### src/rtl/ins_analyser_pkg.sv
// Shared MIPS-style encoding constants and the instruction-class enum used by
// the segment decoders.
package ins_analyser_pkg;

  localparam logic [5:0] OP_RTYPE = 6'h00;
  localparam logic [5:0] OP_J     = 6'h02;
  localparam logic [5:0] OP_JAL   = 6'h03;
  localparam logic [5:0] OP_BEQ   = 6'h04;
  localparam logic [5:0] OP_BNE   = 6'h05;
  localparam logic [5:0] OP_ADDI  = 6'h08;
  localparam logic [5:0] OP_ADDIU = 6'h09;
  localparam logic [5:0] OP_SLTI  = 6'h0A;
  localparam logic [5:0] OP_SLTIU = 6'h0B;
  localparam logic [5:0] OP_ANDI  = 6'h0C;
  localparam logic [5:0] OP_ORI   = 6'h0D;
  localparam logic [5:0] OP_XORI  = 6'h0E;
  localparam logic [5:0] OP_LUI   = 6'h0F;
  localparam logic [5:0] OP_LB    = 6'h20;
  localparam logic [5:0] OP_LH    = 6'h21;
  localparam logic [5:0] OP_LW    = 6'h23;
  localparam logic [5:0] OP_LBU   = 6'h24;
  localparam logic [5:0] OP_LHU   = 6'h25;
  localparam logic [5:0] OP_SB    = 6'h28;
  localparam logic [5:0] OP_SH    = 6'h29;
  localparam logic [5:0] OP_SW    = 6'h2B;

  localparam logic [5:0] FN_SLL  = 6'h00;
  localparam logic [5:0] FN_SRL  = 6'h02;
  localparam logic [5:0] FN_SRA  = 6'h03;
  localparam logic [5:0] FN_SLLV = 6'h04;
  localparam logic [5:0] FN_SRLV = 6'h06;
  localparam logic [5:0] FN_SRAV = 6'h07;
  localparam logic [5:0] FN_JR   = 6'h08;
  localparam logic [5:0] FN_ADD  = 6'h20;
  localparam logic [5:0] FN_ADDU = 6'h21;
  localparam logic [5:0] FN_SUB  = 6'h22;
  localparam logic [5:0] FN_SUBU = 6'h23;
  localparam logic [5:0] FN_AND  = 6'h24;
  localparam logic [5:0] FN_OR   = 6'h25;
  localparam logic [5:0] FN_XOR  = 6'h26;
  localparam logic [5:0] FN_NOR  = 6'h27;
  localparam logic [5:0] FN_SLT  = 6'h2A;
  localparam logic [5:0] FN_SLTU = 6'h2B;

  localparam logic [31:0] NOP_BUBBLE = 32'hFFFF_FFFF;
  localparam logic [31:0] NOP_ZERO   = 32'h0000_0000;

  typedef enum logic [2:0] {
    CLS_LOAD,
    CLS_STORE,
    CLS_ALUR,
    CLS_ALUIMM,
    CLS_BRANCH,
    CLS_JUMP,
    CLS_NOP,
    CLS_ILLEGAL
  } ins_class_e;

endpackage

### src/rtl/ins_analyser_if.sv
// Instruction word in, class flags out, between segment control and decoder.
interface ins_analyser_if;
  import ins_analyser_pkg::*;

  logic        en;
  logic [31:0] IR;
  logic        isLoad;
  logic        isStore;
  logic        isALUR;
  logic        isALUImm;
  logic        isBranch;
  logic        isJump;
  logic        isNop;
  logic        isIllegal;
  logic        illegal_seen;

  modport master (
    output en, IR,
    input  isLoad, isStore, isALUR, isALUImm, isBranch, isJump, isNop,
           isIllegal, illegal_seen
  );

  modport slave (
    input  en, IR,
    output isLoad, isStore, isALUR, isALUImm, isBranch, isJump, isNop,
           isIllegal, illegal_seen
  );

endinterface

### src/rtl/ins_analyser.sv
// Combinational instruction-class decoder with a sticky illegal-instruction
// flag for the core's error path.
module ins_analyser
  import ins_analyser_pkg::*;
(
  input  logic          clk,
  input  logic          rst,
  ins_analyser_if.slave bus
);

  logic [5:0] opcode;
  logic [5:0] funct;
  ins_class_e cls;
  logic       illegal_seen;

  assign opcode = bus.IR[31:26];
  assign funct  = bus.IR[5:0];

  // Decoding into a single enum keeps the flags one-hot by construction.
  always_comb begin
    cls = CLS_ILLEGAL;
    if (bus.IR == NOP_BUBBLE || bus.IR == NOP_ZERO) begin
      cls = CLS_NOP;
    end else begin
      case (opcode)
        OP_RTYPE: begin
          case (funct)
            FN_SLL, FN_SRL, FN_SRA, FN_SLLV, FN_SRLV, FN_SRAV,
            FN_ADD, FN_ADDU, FN_SUB, FN_SUBU, FN_AND, FN_OR,
            FN_XOR, FN_NOR, FN_SLT, FN_SLTU: cls = CLS_ALUR;
            FN_JR:                           cls = CLS_JUMP;
            default:                         cls = CLS_ILLEGAL;
          endcase
        end
        OP_ADDI, OP_ADDIU, OP_SLTI, OP_SLTIU,
        OP_ANDI, OP_ORI, OP_XORI, OP_LUI:   cls = CLS_ALUIMM;
        OP_LB, OP_LH, OP_LW, OP_LBU, OP_LHU: cls = CLS_LOAD;
        OP_SB, OP_SH, OP_SW:                cls = CLS_STORE;
        OP_BEQ, OP_BNE:                     cls = CLS_BRANCH;
        OP_J, OP_JAL:                       cls = CLS_JUMP;
        default:                            cls = CLS_ILLEGAL;
      endcase
    end
  end

  assign bus.isLoad    = (cls == CLS_LOAD);
  assign bus.isStore   = (cls == CLS_STORE);
  assign bus.isALUR    = (cls == CLS_ALUR);
  assign bus.isALUImm  = (cls == CLS_ALUIMM);
  assign bus.isBranch  = (cls == CLS_BRANCH);
  assign bus.isJump    = (cls == CLS_JUMP);
  assign bus.isNop     = (cls == CLS_NOP);
  assign bus.isIllegal = (cls == CLS_ILLEGAL);

  // Sticky error flag: only reset clears it.
  always_ff @(posedge clk or posedge rst) begin
    if (rst) begin
      illegal_seen <= 1'b0;
    end else if (bus.en && cls == CLS_ILLEGAL) begin
      illegal_seen <= 1'b1;
    end
  end

  assign bus.illegal_seen = illegal_seen;

endmodule

### src/flat_wrapper.sv
// flat-port wrapper written by rule: the top's interface ports become plain ports
module ins_analyser_flat import ins_analyser_pkg::*;
  (clk, rst, bus_en, bus_IR, bus_isLoad, bus_isStore, bus_isALUR, bus_isALUImm, bus_isBranch, bus_isJump, bus_isNop, bus_isIllegal, bus_illegal_seen);
  ins_analyser_if bus_i ();
  input  logic clk;
  input  logic rst;
  input wire logic [$bits(bus_i.en)-1:0] bus_en;
  input wire logic [$bits(bus_i.IR)-1:0] bus_IR;
  output wire logic [$bits(bus_i.isLoad)-1:0] bus_isLoad;
  output wire logic [$bits(bus_i.isStore)-1:0] bus_isStore;
  output wire logic [$bits(bus_i.isALUR)-1:0] bus_isALUR;
  output wire logic [$bits(bus_i.isALUImm)-1:0] bus_isALUImm;
  output wire logic [$bits(bus_i.isBranch)-1:0] bus_isBranch;
  output wire logic [$bits(bus_i.isJump)-1:0] bus_isJump;
  output wire logic [$bits(bus_i.isNop)-1:0] bus_isNop;
  output wire logic [$bits(bus_i.isIllegal)-1:0] bus_isIllegal;
  output wire logic [$bits(bus_i.illegal_seen)-1:0] bus_illegal_seen;
  assign bus_i.en = bus_en;
  assign bus_i.IR = bus_IR;
  assign bus_isLoad = bus_i.isLoad;
  assign bus_isStore = bus_i.isStore;
  assign bus_isALUR = bus_i.isALUR;
  assign bus_isALUImm = bus_i.isALUImm;
  assign bus_isBranch = bus_i.isBranch;
  assign bus_isJump = bus_i.isJump;
  assign bus_isNop = bus_i.isNop;
  assign bus_isIllegal = bus_i.isIllegal;
  assign bus_illegal_seen = bus_i.illegal_seen;
  ins_analyser u_core (.clk(clk), .rst(rst), .bus(bus_i));
endmodule
### config.mk
export PLATFORM = sky130hd
export DESIGN_NAME = ins_analyser_flat
export DESIGN_NICKNAME = d
export VERILOG_FILES = /design/src/rtl/ins_analyser_pkg.sv /design/src/rtl/ins_analyser_if.sv /design/src/rtl/ins_analyser.sv /design/src/flat_wrapper.sv
export SDC_FILE = /design/constraint.sdc
export NUM_CORES = 1
export LEC_CHECK = 0
export ABC_AREA = 1
export CAP_MARGIN = 10
export CELL_PAD_IN_SITES_DETAIL_PLACEMENT = 0
export CELL_PAD_IN_SITES_GLOBAL_PLACEMENT = 1
export CORE_ASPECT_RATIO = 1.4
export CORE_MARGIN = 1.5
export CORE_UTILIZATION = 22
export CTS_CLUSTER_SIZE = 14
export DETAILED_ROUTE_END_ITERATION = 7
export PLACE_DENSITY_LB_ADDON = 0.2
export SYNTH_ARGS = -nofsm -noshare
export SYNTH_HDL_FRONTEND = slang
export SYNTH_SLANG_ARGS = --single-unit
### constraint.sdc
create_clock -name clk -period 2.28 [get_ports clk]
set_clock_uncertainty 0.1 [all_clocks]
set_input_delay 0.342 -clock clk [delete_from_list [all_inputs] [get_ports clk]]
set_output_delay 0.342 -clock clk [all_outputs]
set_load 0.02 [all_outputs]
After elaboration in Yosys (flattened, before gate mapping)
Memory sizes are Yosys's and may differ from the RTL's.
Index checks and enable logic that the tools add are counted.

operators by class
  reductions and logical operators = 10
  eq/ne operators = 28
  mux-type cells = 2

operators by type and width
  kind                                                                    number
  6-bit by 4-bit equality test with 1-bit output (second input constant)  8
  6-bit equality test (second input constant)                             8
  32-bit equality test (second input constant)                            1
  32-bit logical NOT                                                      1
  3-bit case mux with 6 select lines                                      1
  3-bit equality test (second input constant)                             4
  6-bit by 2-bit equality test with 1-bit output (second input constant)  2
  6-bit by 3-bit equality test with 1-bit output (second input constant)  2
  8-bit OR reduction                                                      1
  3-bit by 2-bit equality test with 1-bit output (second input constant)  2
  6-bit logical NOT                                                       1
  5-bit OR reduction                                                      1
  2-bit OR reduction                                                      2
  3-bit by 1-bit equality test with 1-bit output (second input constant)  1
  3-bit logical NOT                                                       1
  3-bit 2-to-1 mux                                                        1
  3-bit OR reduction                                                      1
  1-bit logical AND                                                       1
  1-bit logical OR                                                        1

word-level totals
  bits in registers = 1
  memories kept = 1
  logic and storage cells = 42
  output and inout port bits = 9
  memory bits (read-only) = 192

memory list
  memory            depth  bits a word  read ports  clocked after memory_dff  wr ports  RTL line            RTL
  (name not given)  64     3            1           0                         0         ins_analyser.sv:27  case (funct)

Depth between registers and ports, before layout
Gate-level depths: netlist of run 1.

  depth in word-level cells = 6
  gate-level depth with buffers = 10
  depth with buffers taken out = 10

Least setup slack after synthesis of run 1
OpenSTA, ideal clock, no wires.

  path type = input -> output
  start point = input port bus_IR[29]
  end point = output port bus_isIllegal
  buffers on the path = 0
  slack = 0.541 ns
  stages = 7
  data required time = 1.838 ns
  arrival time = 1.297 ns
  cell sequence = nor2_2 > nand2_2 > nor2_2 > nand2_2 > o21ai_2 > nor2_2 > and3_1

on the way
  longest elaborated chain between the ends = 5
  elaborated cells between the ends (all ways) = 32
  those cells by class = eq/ne: 22; mux: 2; reduce/logical: 8

RTL lines
  what                                                                    RTL line            RTL
  start: declaration                                                      flat_wrapper.sv:8   input wire logic [$bits(bus_i.IR)-1:0] bus_IR;
  6-bit by 4-bit equality test with 1-bit output (tied with other cells)  ins_analyser.sv:25  case (opcode)
  8-bit OR reduction (tied with other cells)                              ins_analyser.sv:25
  3-bit case mux with 6 select lines                                      ins_analyser.sv:25
  3-bit 2-to-1 mux (*)                                                    ins_analyser.sv:22  if (bus.IR == NOP_BUBBLE || bus.IR == NOP_ZERO) begin
  3-bit equality test (*)                                                 ins_analyser.sv:53  assign bus.isIllegal = (cls == CLS_ILLEGAL);
  end: declaration                                                        flat_wrapper.sv:16  output wire logic [$bits(bus_i.isIllegal)-1:0] bus_isIllegal;

Mark *: on every way between the ends. The rest lies on a longest branch, timed or not.

Worst setup path in the final report of run 1
  start point = input port bus_IR[0]
  end point = output port bus_isIllegal

on the way
  longest elaborated chain between the ends = 4
  elaborated cells between the ends (all ways) = 7
  those cells by class = eq/ne: 2; mux: 2; reduce/logical: 2; memory: 1

RTL lines
  what                                                                           RTL line
  memory read 64 x 3 bit (tied with other cells)                                 -
  3-bit case mux with 6 select lines / 1-bit logical OR (equally long branches)  ins_analyser.sv:25, ins_analyser.sv:22
  3-bit 2-to-1 mux (*)                                                           ins_analyser.sv:22
  3-bit equality test (*)                                                        ins_analyser.sv:53

Marked as above.

==> results.sh, run 1 <==
export IMPL_p_leak_nw=0.7812
export IMPL_hold_buffers=0
export IMPL_syn_inst=137
export IMPL_grt_usage=0.1249
export IMPL_critical_path_max_stage_delay_ns=0.53
export IMPL_firstDrtPassIters=4
export IMPL_critical_path_arrival_ns=1.78
export IMPL_path_depth=11
export IMPL_cpMaxStageDelayCell="clkdlybuf4s50_1"
export IMPL_critPathBufInv=3
export IMPL_place_area_um2=1207
export IMPL_die_w_um=48.61
export IMPL_antenna_cells=0
export IMPL_ir_drop_mv=0.05950
export IMPL_hp_class="flip-flop to flip-flop"
export IMPL_grtUsageMet1=0.1253
export IMPL_slew_violations=0
export IMPL_worstPathRequired_ns=1.84
export IMPL_worst_pin_slew_ns=0.2226
export IMPL_grt_pass1_wl_mm=3.422
export IMPL_avgSynthCellArea_um2=4.676
export IMPL_powerDensity_nw_per_um2=150.7
export IMPL_ys_warnings_count=0
export IMPL_reg2reg_from="u_core.bus.illegal_seen$_DFFE_PP0P_"
export IMPL_regMostFlops="u_core.bus.illegal_seen"
export IMPL_final_area_um2=1277
export IMPL_grt_max_degree=8
export IMPL_grtUsageMet2=0.2671
export IMPL_ys_ff_latch=1
export IMPL_status="complete, no violations"
export IMPL_reg2reg_slack_ns=1.61
export IMPL_layout_commonest_cell="nand2_1"
export IMPL_layout_common_cells="nand2_1, nor2_1, inv_1, dlymetal6s2s_1, clkdlybuf4s50_1"
export IMPL_ant_nets=0
export IMPL_use_met3=0.02466
export IMPL_period_share=0.9724
export IMPL_reg2regPathDepth=2
export IMPL_hpwl_mm=1.782
export IMPL_gp_congestion=0.7260
export IMPL_synth_area_um2=640.6
export IMPL_io_buffer_count=43
export IMPL_drt_initial_drc_count=10
export IMPL_row_count=23
export IMPL_crit_top_cell="nand2_1"
export IMPL_ys_seq_area_frac=0.03906
export IMPL_drc=0
export IMPL_setup_tns_final_ns=0
export IMPL_start_util=0.2272
export IMPL_regToRegEndpoint="u_core.bus.illegal_seen$_DFFE_PP0P_"
export IMPL_crit_fanout=3
export IMPL_nNetsFinal=229
export IMPL_coreArea_um2=2820
export IMPL_startpoint="bus_IR[0]"
export IMPL_clock_fmax_mhz=451.1
export IMPL_cp_endpoint="bus_isIllegal"
export IMPL_grt_pass1_vias=890
export IMPL_die_y_um=66.85
export IMPL_area_delta_synth_final_pct=99.41
export IMPL_path_clk_slew_ns=0
export IMPL_via_count=952
export IMPL_crit_family="simple AND/OR/NAND/NOR gates"
export IMPL_fin_crit_ns=2.217
export IMPL_relSlewSlack=0.8511
export IMPL_gr_total_overflow=0
export IMPL_yosysUniqueCellTypes=17
export IMPL_setup_viol=0
export IMPL_drt_wl_total_mm=2.025
export IMPL_reg_largest_list="u_core.bus.illegal_seen x1"
export IMPL_clock_latency_ns=0
export IMPL_dieArea_um2=3249
export IMPL_io_pins=44
export IMPL_finalHoldViolations=0
export IMPL_maxCapViolCount=0
export IMPL_routedWlPerCell_um=8.843
export IMPL_postCtsSetupBuffers=0
export IMPL_largest_register_ff_count=1
export IMPL_via_per_inst=4.157
export IMPL_synthesis_nets=172
export IMPL_cp_end_kind="output pin"
export IMPL_cp_start_kind="input pin"
export IMPL_antenna_found_initial=0
export IMPL_grt_busiest_layer="met2"
export IMPL_drive_gt1_frac=0.2500
export IMPL_criticalPathCategory="input pin to output pin"
export IMPL_cp_cell_sequence="clkdlybuf4s50_1 -> nand2_1 -> nor2_1 -> nand2_1 -> inv_1 -> nand2_1 -> nor2_2 -> nor2_2 -> nand2_1 -> and3_4 -> buf_6"
[per-stage QoR]
stage	worst slack, ns	cells	hold slack (ns)	total power (W)	util
after global routing	-0.04275	229	0.3745	0.0002104	0.4530
after global placement	-0.5439	229	0.3484	0.0001915	0.4281
after floorplan	0.5407	137	-0.02929	0.00008618	-
after CTS	-0.03572	229	0.3555	0.0001880	0.4250
after detailed placement	-0.5926	229	0.3538	0.0001935	0.4281
final	0.06298	229	0.3517	0.0001925	0.4530
[worst register-to-register path: stages, from the launching register on]
cell and delay [ns]:
dfrtp_1 0.35, inv_1 0.05, nand2_1 0.04
[worst min path at each step]
stage / startpoint / to / cells past startpoint
floorplan: rst / u_core.bus.illegal_seen$_DFFE_PP0P_ / 1
global placement: u_core.bus.illegal_seen$_DFFE_PP0P_ / u_core.bus.illegal_seen$_DFFE_PP0P_ / 2
detailed placement: u_core.bus.illegal_seen$_DFFE_PP0P_ / u_core.bus.illegal_seen$_DFFE_PP0P_ / 2
CTS: u_core.bus.illegal_seen$_DFFE_PP0P_ / u_core.bus.illegal_seen$_DFFE_PP0P_ / 2
global route: u_core.bus.illegal_seen$_DFFE_PP0P_ / u_core.bus.illegal_seen$_DFFE_PP0P_ / 2
finish: u_core.bus.illegal_seen$_DFFE_PP0P_ / u_core.bus.illegal_seen$_DFFE_PP0P_ / 2
[cells by family after synthesis]
family	synth area share
AOI/OAI and AO/OA	0.04883
buffers and inverters	0.1289
DFF	0.03906
and+or+nand+nor	0.7832
[timing repair]
action / 4_1_cts / 5_1_grt
endpoints found under the setup margin: 8 / 4
resized for setup: 22 / 33
pin swaps: 3 / 9
[Yosys cell counts]
library cell,count,area [um^2]
nand4_1,2,12.51
nand3_1,4,20.02
dfrtp_1,1,25.02
nand3b_1,1,7.510
inv_1,21,78.83
nor3b_2,1,12.51
nand2_1,49,183.9
and3_1,1,6.260
a21oi_1,1,5.000
nand2_2,3,18.77
nor3_1,1,5.000
inv_2,1,3.750
nand3_2,4,40.04
nor2_4,2,22.52
o21ai_2,3,26.28
nor2_2,6,37.54
nor2_1,36,135.1
[routing by layer]
metal	vias up	part of all wire
met1	398	0.37
met2	27	0.57
met5	-	0
met4	0	0.0069
li1	525	-
met3	2	0.047
[where the power goes]
group           total, W  switching [W]  leakage, nW  internal (W)
Clock                  0              0            0             0
Sequential     0.0000181              0      0.00875     0.0000181
Combinational   0.000174      0.0000803        0.772     0.0000941
Total           0.000192      0.0000803        0.781      0.000112
[layout make-up]
class,instances,area (um^2)
Fill cell,326,1543
Inverter,22,82.58
Multi-Input combinational cell,114,575.6
Sequential cell,1,25.02
Timing Repair Buffer,55,548.0
Tap cell,37,46.29
Power figures use the tool's default switching activity.
==> run 2: changes to the inputs <==
--- a/config.mk
+++ b/config.mk
@@ -12,7 +12,7 @@
 export CORE_ASPECT_RATIO = 1.4
 export CORE_MARGIN = 1.5
 export CORE_UTILIZATION = 22
-export CTS_CLUSTER_SIZE = 14
+export CTS_CLUSTER_SIZE = 30
 export DETAILED_ROUTE_END_ITERATION = 7
 export PLACE_DENSITY_LB_ADDON = 0.2
 export SYNTH_ARGS = -nofsm -noshare
==> results of run 2 <==
Final layout, timing and power as in run 1 (identical DEF).
==> run 3: changes to the inputs <==
--- a/config.mk
+++ b/config.mk
@@ -10,10 +10,11 @@
 export CELL_PAD_IN_SITES_DETAIL_PLACEMENT = 0
 export CELL_PAD_IN_SITES_GLOBAL_PLACEMENT = 1
 export CORE_ASPECT_RATIO = 1.4
-export CORE_MARGIN = 1.5
+export CORE_MARGIN = 3
 export CORE_UTILIZATION = 22
 export CTS_CLUSTER_SIZE = 30
 export DETAILED_ROUTE_END_ITERATION = 7
+export GPL_ROUTABILITY_DRIVEN = 0
 export PLACE_DENSITY_LB_ADDON = 0.2
 export SYNTH_ARGS = -nofsm -noshare
 export SYNTH_HDL_FRONTEND = slang
==> run 3 against run 2 <==
Compared with the run above:
- worst hold slack barely moved
- utilization rose by 0.62 points
- sequential power barely moved
- sequential cell count did not move
- register-to-register slack barely moved
- critical path type unchanged
- critical endpoint unchanged
- largest cell class unchanged
==> results.sh, run 3 (synthesis gave the netlist of run 1 again) <==
export IMPL_status="complete, no violations"
export IMPL_largest_register_ff_count=1
export IMPL_hpwl_mm=1.721
export IMPL_p_leak_nw=0.7917
export IMPL_cp_end_kind="output pin"
export IMPL_coreArea_um2=2698
export IMPL_slew_violations=0
export IMPL_grt_usage=0.1074
export IMPL_criticalPathCategory="input pin to output pin"
export IMPL_ir_drop_mv=0.06633
export IMPL_area_delta_synth_final_pct=93.36
export IMPL_via_count=928
export IMPL_clock_latency_ns=0
export IMPL_preCtsSetupSlack_ns=-0.5199
export IMPL_multi_input_area_um2=561.8
export IMPL_ant_nets=0
export IMPL_drc=0
export IMPL_period_share=0.9404
export IMPL_register_area_um2=25.02
export IMPL_maxCapViolCount=0
export IMPL_worstPathRequired_ns=1.84
export IMPL_fin_ws_ns=0.1360
export IMPL_antenna_cells=0
export IMPL_place_area_um2=1176
export IMPL_drt_initial_drc_count=8
export IMPL_antenna_found_initial=0
export IMPL_die_w_um=51.61
export IMPL_hp_class="flip-flop to flip-flop"
export IMPL_drive_gt1_frac=0.2222
export IMPL_regMostFlops="u_core.bus.illegal_seen"
export IMPL_firstDrtPassIters=4
export IMPL_io_pins=44
export IMPL_clock_fmax_mhz=466.4
export IMPL_critical_path_arrival_ns=1.70
export IMPL_dieArea_um2=3605
export IMPL_final_area_um2=1239
export IMPL_powerDensity_nw_per_um2=148.3
export IMPL_crit_fanout=7
export IMPL_nNetsFinal=226
export IMPL_layout_common_cells="nand2_1, nor2_1, inv_1, dlymetal6s2s_1, nor2_2"
export IMPL_worst_pin_slew_ns=0.2250
export IMPL_layout_commonest_cell="nand2_1"
export IMPL_grt_pass1_wl_mm=3.284
export IMPL_grt_pass1_vias=853
export IMPL_gr_total_overflow=0
export IMPL_io_buffer_count=43
export IMPL_drt_wl_total_mm=1.921
export IMPL_relSlewSlack=0.8497
export IMPL_cp_start_kind="input pin"
export IMPL_setup_viol=0
export IMPL_reg_largest_list="u_core.bus.illegal_seen x1"
export IMPL_row_count=22
export IMPL_die_y_um=69.85
export IMPL_rsz0062_at_grt="no"
export IMPL_num_fill_cells=323
export IMPL_start_util=0.2375
export IMPL_finalHoldViolations=0
export IMPL_fin_crit_ns=2.144
export IMPL_via_per_inst=4.124
export IMPL_grt_max_degree=8
export IMPL_path_clk_slew_ns=0
export IMPL_routedWlPerCell_um=8.538
-- run 3: layout make-up --
class,instances,share of cell area
Inverter,22,0.06667
Sequential cell,1,0.02020
Tap cell,36,0.03636
Timing Repair Buffer,52,0.4232
Multi-Input combinational cell,114,0.4535
-- run 3: repair_timing --
| item | in CTS | in global routing |
|---|---|---|
| buffers inserted | 0 | 1 |
| resized for setup | 27 | 28 |
| hold buffers | 0 | 0 |
| pin swaps | 3 | 12 |
| setup endpoints to repair | 8 | 5 |
-- run 3: path summary, 6_finish.rpt --
check	start	end	slack, ns	cells after the start
hold reg to reg	u_core.bus.illegal_seen$_DFFE_PP0P_	u_core.bus.illegal_seen$_DFFE_PP0P_	0.35	2
min in group asynchronous	rst	u_core.bus.illegal_seen$_DFFE_PP0P_	0.38	2
setup reg to reg	u_core.bus.illegal_seen$_DFFE_PP0P_	u_core.bus.illegal_seen$_DFFE_PP0P_	1.61	2
setup / recovery	bus_IR[29]	bus_isIllegal	0.14	10
max in group asynchronous	rst	u_core.bus.illegal_seen$_DFFE_PP0P_	1.61	2
hold / removal	u_core.bus.illegal_seen$_DFFE_PP0P_	u_core.bus.illegal_seen$_DFFE_PP0P_	0.35	2
-- run 3: critical path, cell delays in order --
cell and delay (ns):
dlygate4sd2_1 0.30, nor2_2 0.20, nand2_2 0.09, nor2_2 0.14
nand3_2 0.10, nand2_2 0.09, nor2_1 0.05, nor2_2 0.11
and3_1 0.16, buf_6 0.12
-- run 3: routing by layer --
metal / vias to the layer above / routed length (um) / GRT usage
li1: 515 / - / -
met2: 22 / 1079 / 0.2181
met4: 0 / 0 / 0
met3: 0 / 122 / 0.006397
met1: 391 / 718 / 0.1234
met5: - / 0 / 0
-- run 3: report_power, final --
group          internal [W]  switching [W]
registers         0.0000181              0
logic             0.0000888      0.0000768
clock network             0              0
-- run 3: stage by stage --
stage	std cells	setup TNS [ns]	utilization	total power (W)	hold slack (ns)
3_3_place_gp	224	-2.224	0.4360	0.0001877	0.3478
3_5_place_dp	224	-2.252	0.4360	0.0001884	0.3576
6_report	225	0	0.4592	0.0001837	0.3515
4_1_cts	224	0	0.4337	0.0001819	0.3597
5_1_grt	225	0	0.4592	0.0002027	0.3825
2_1_floorplan	137	0	-	0.00008618	-0.02929
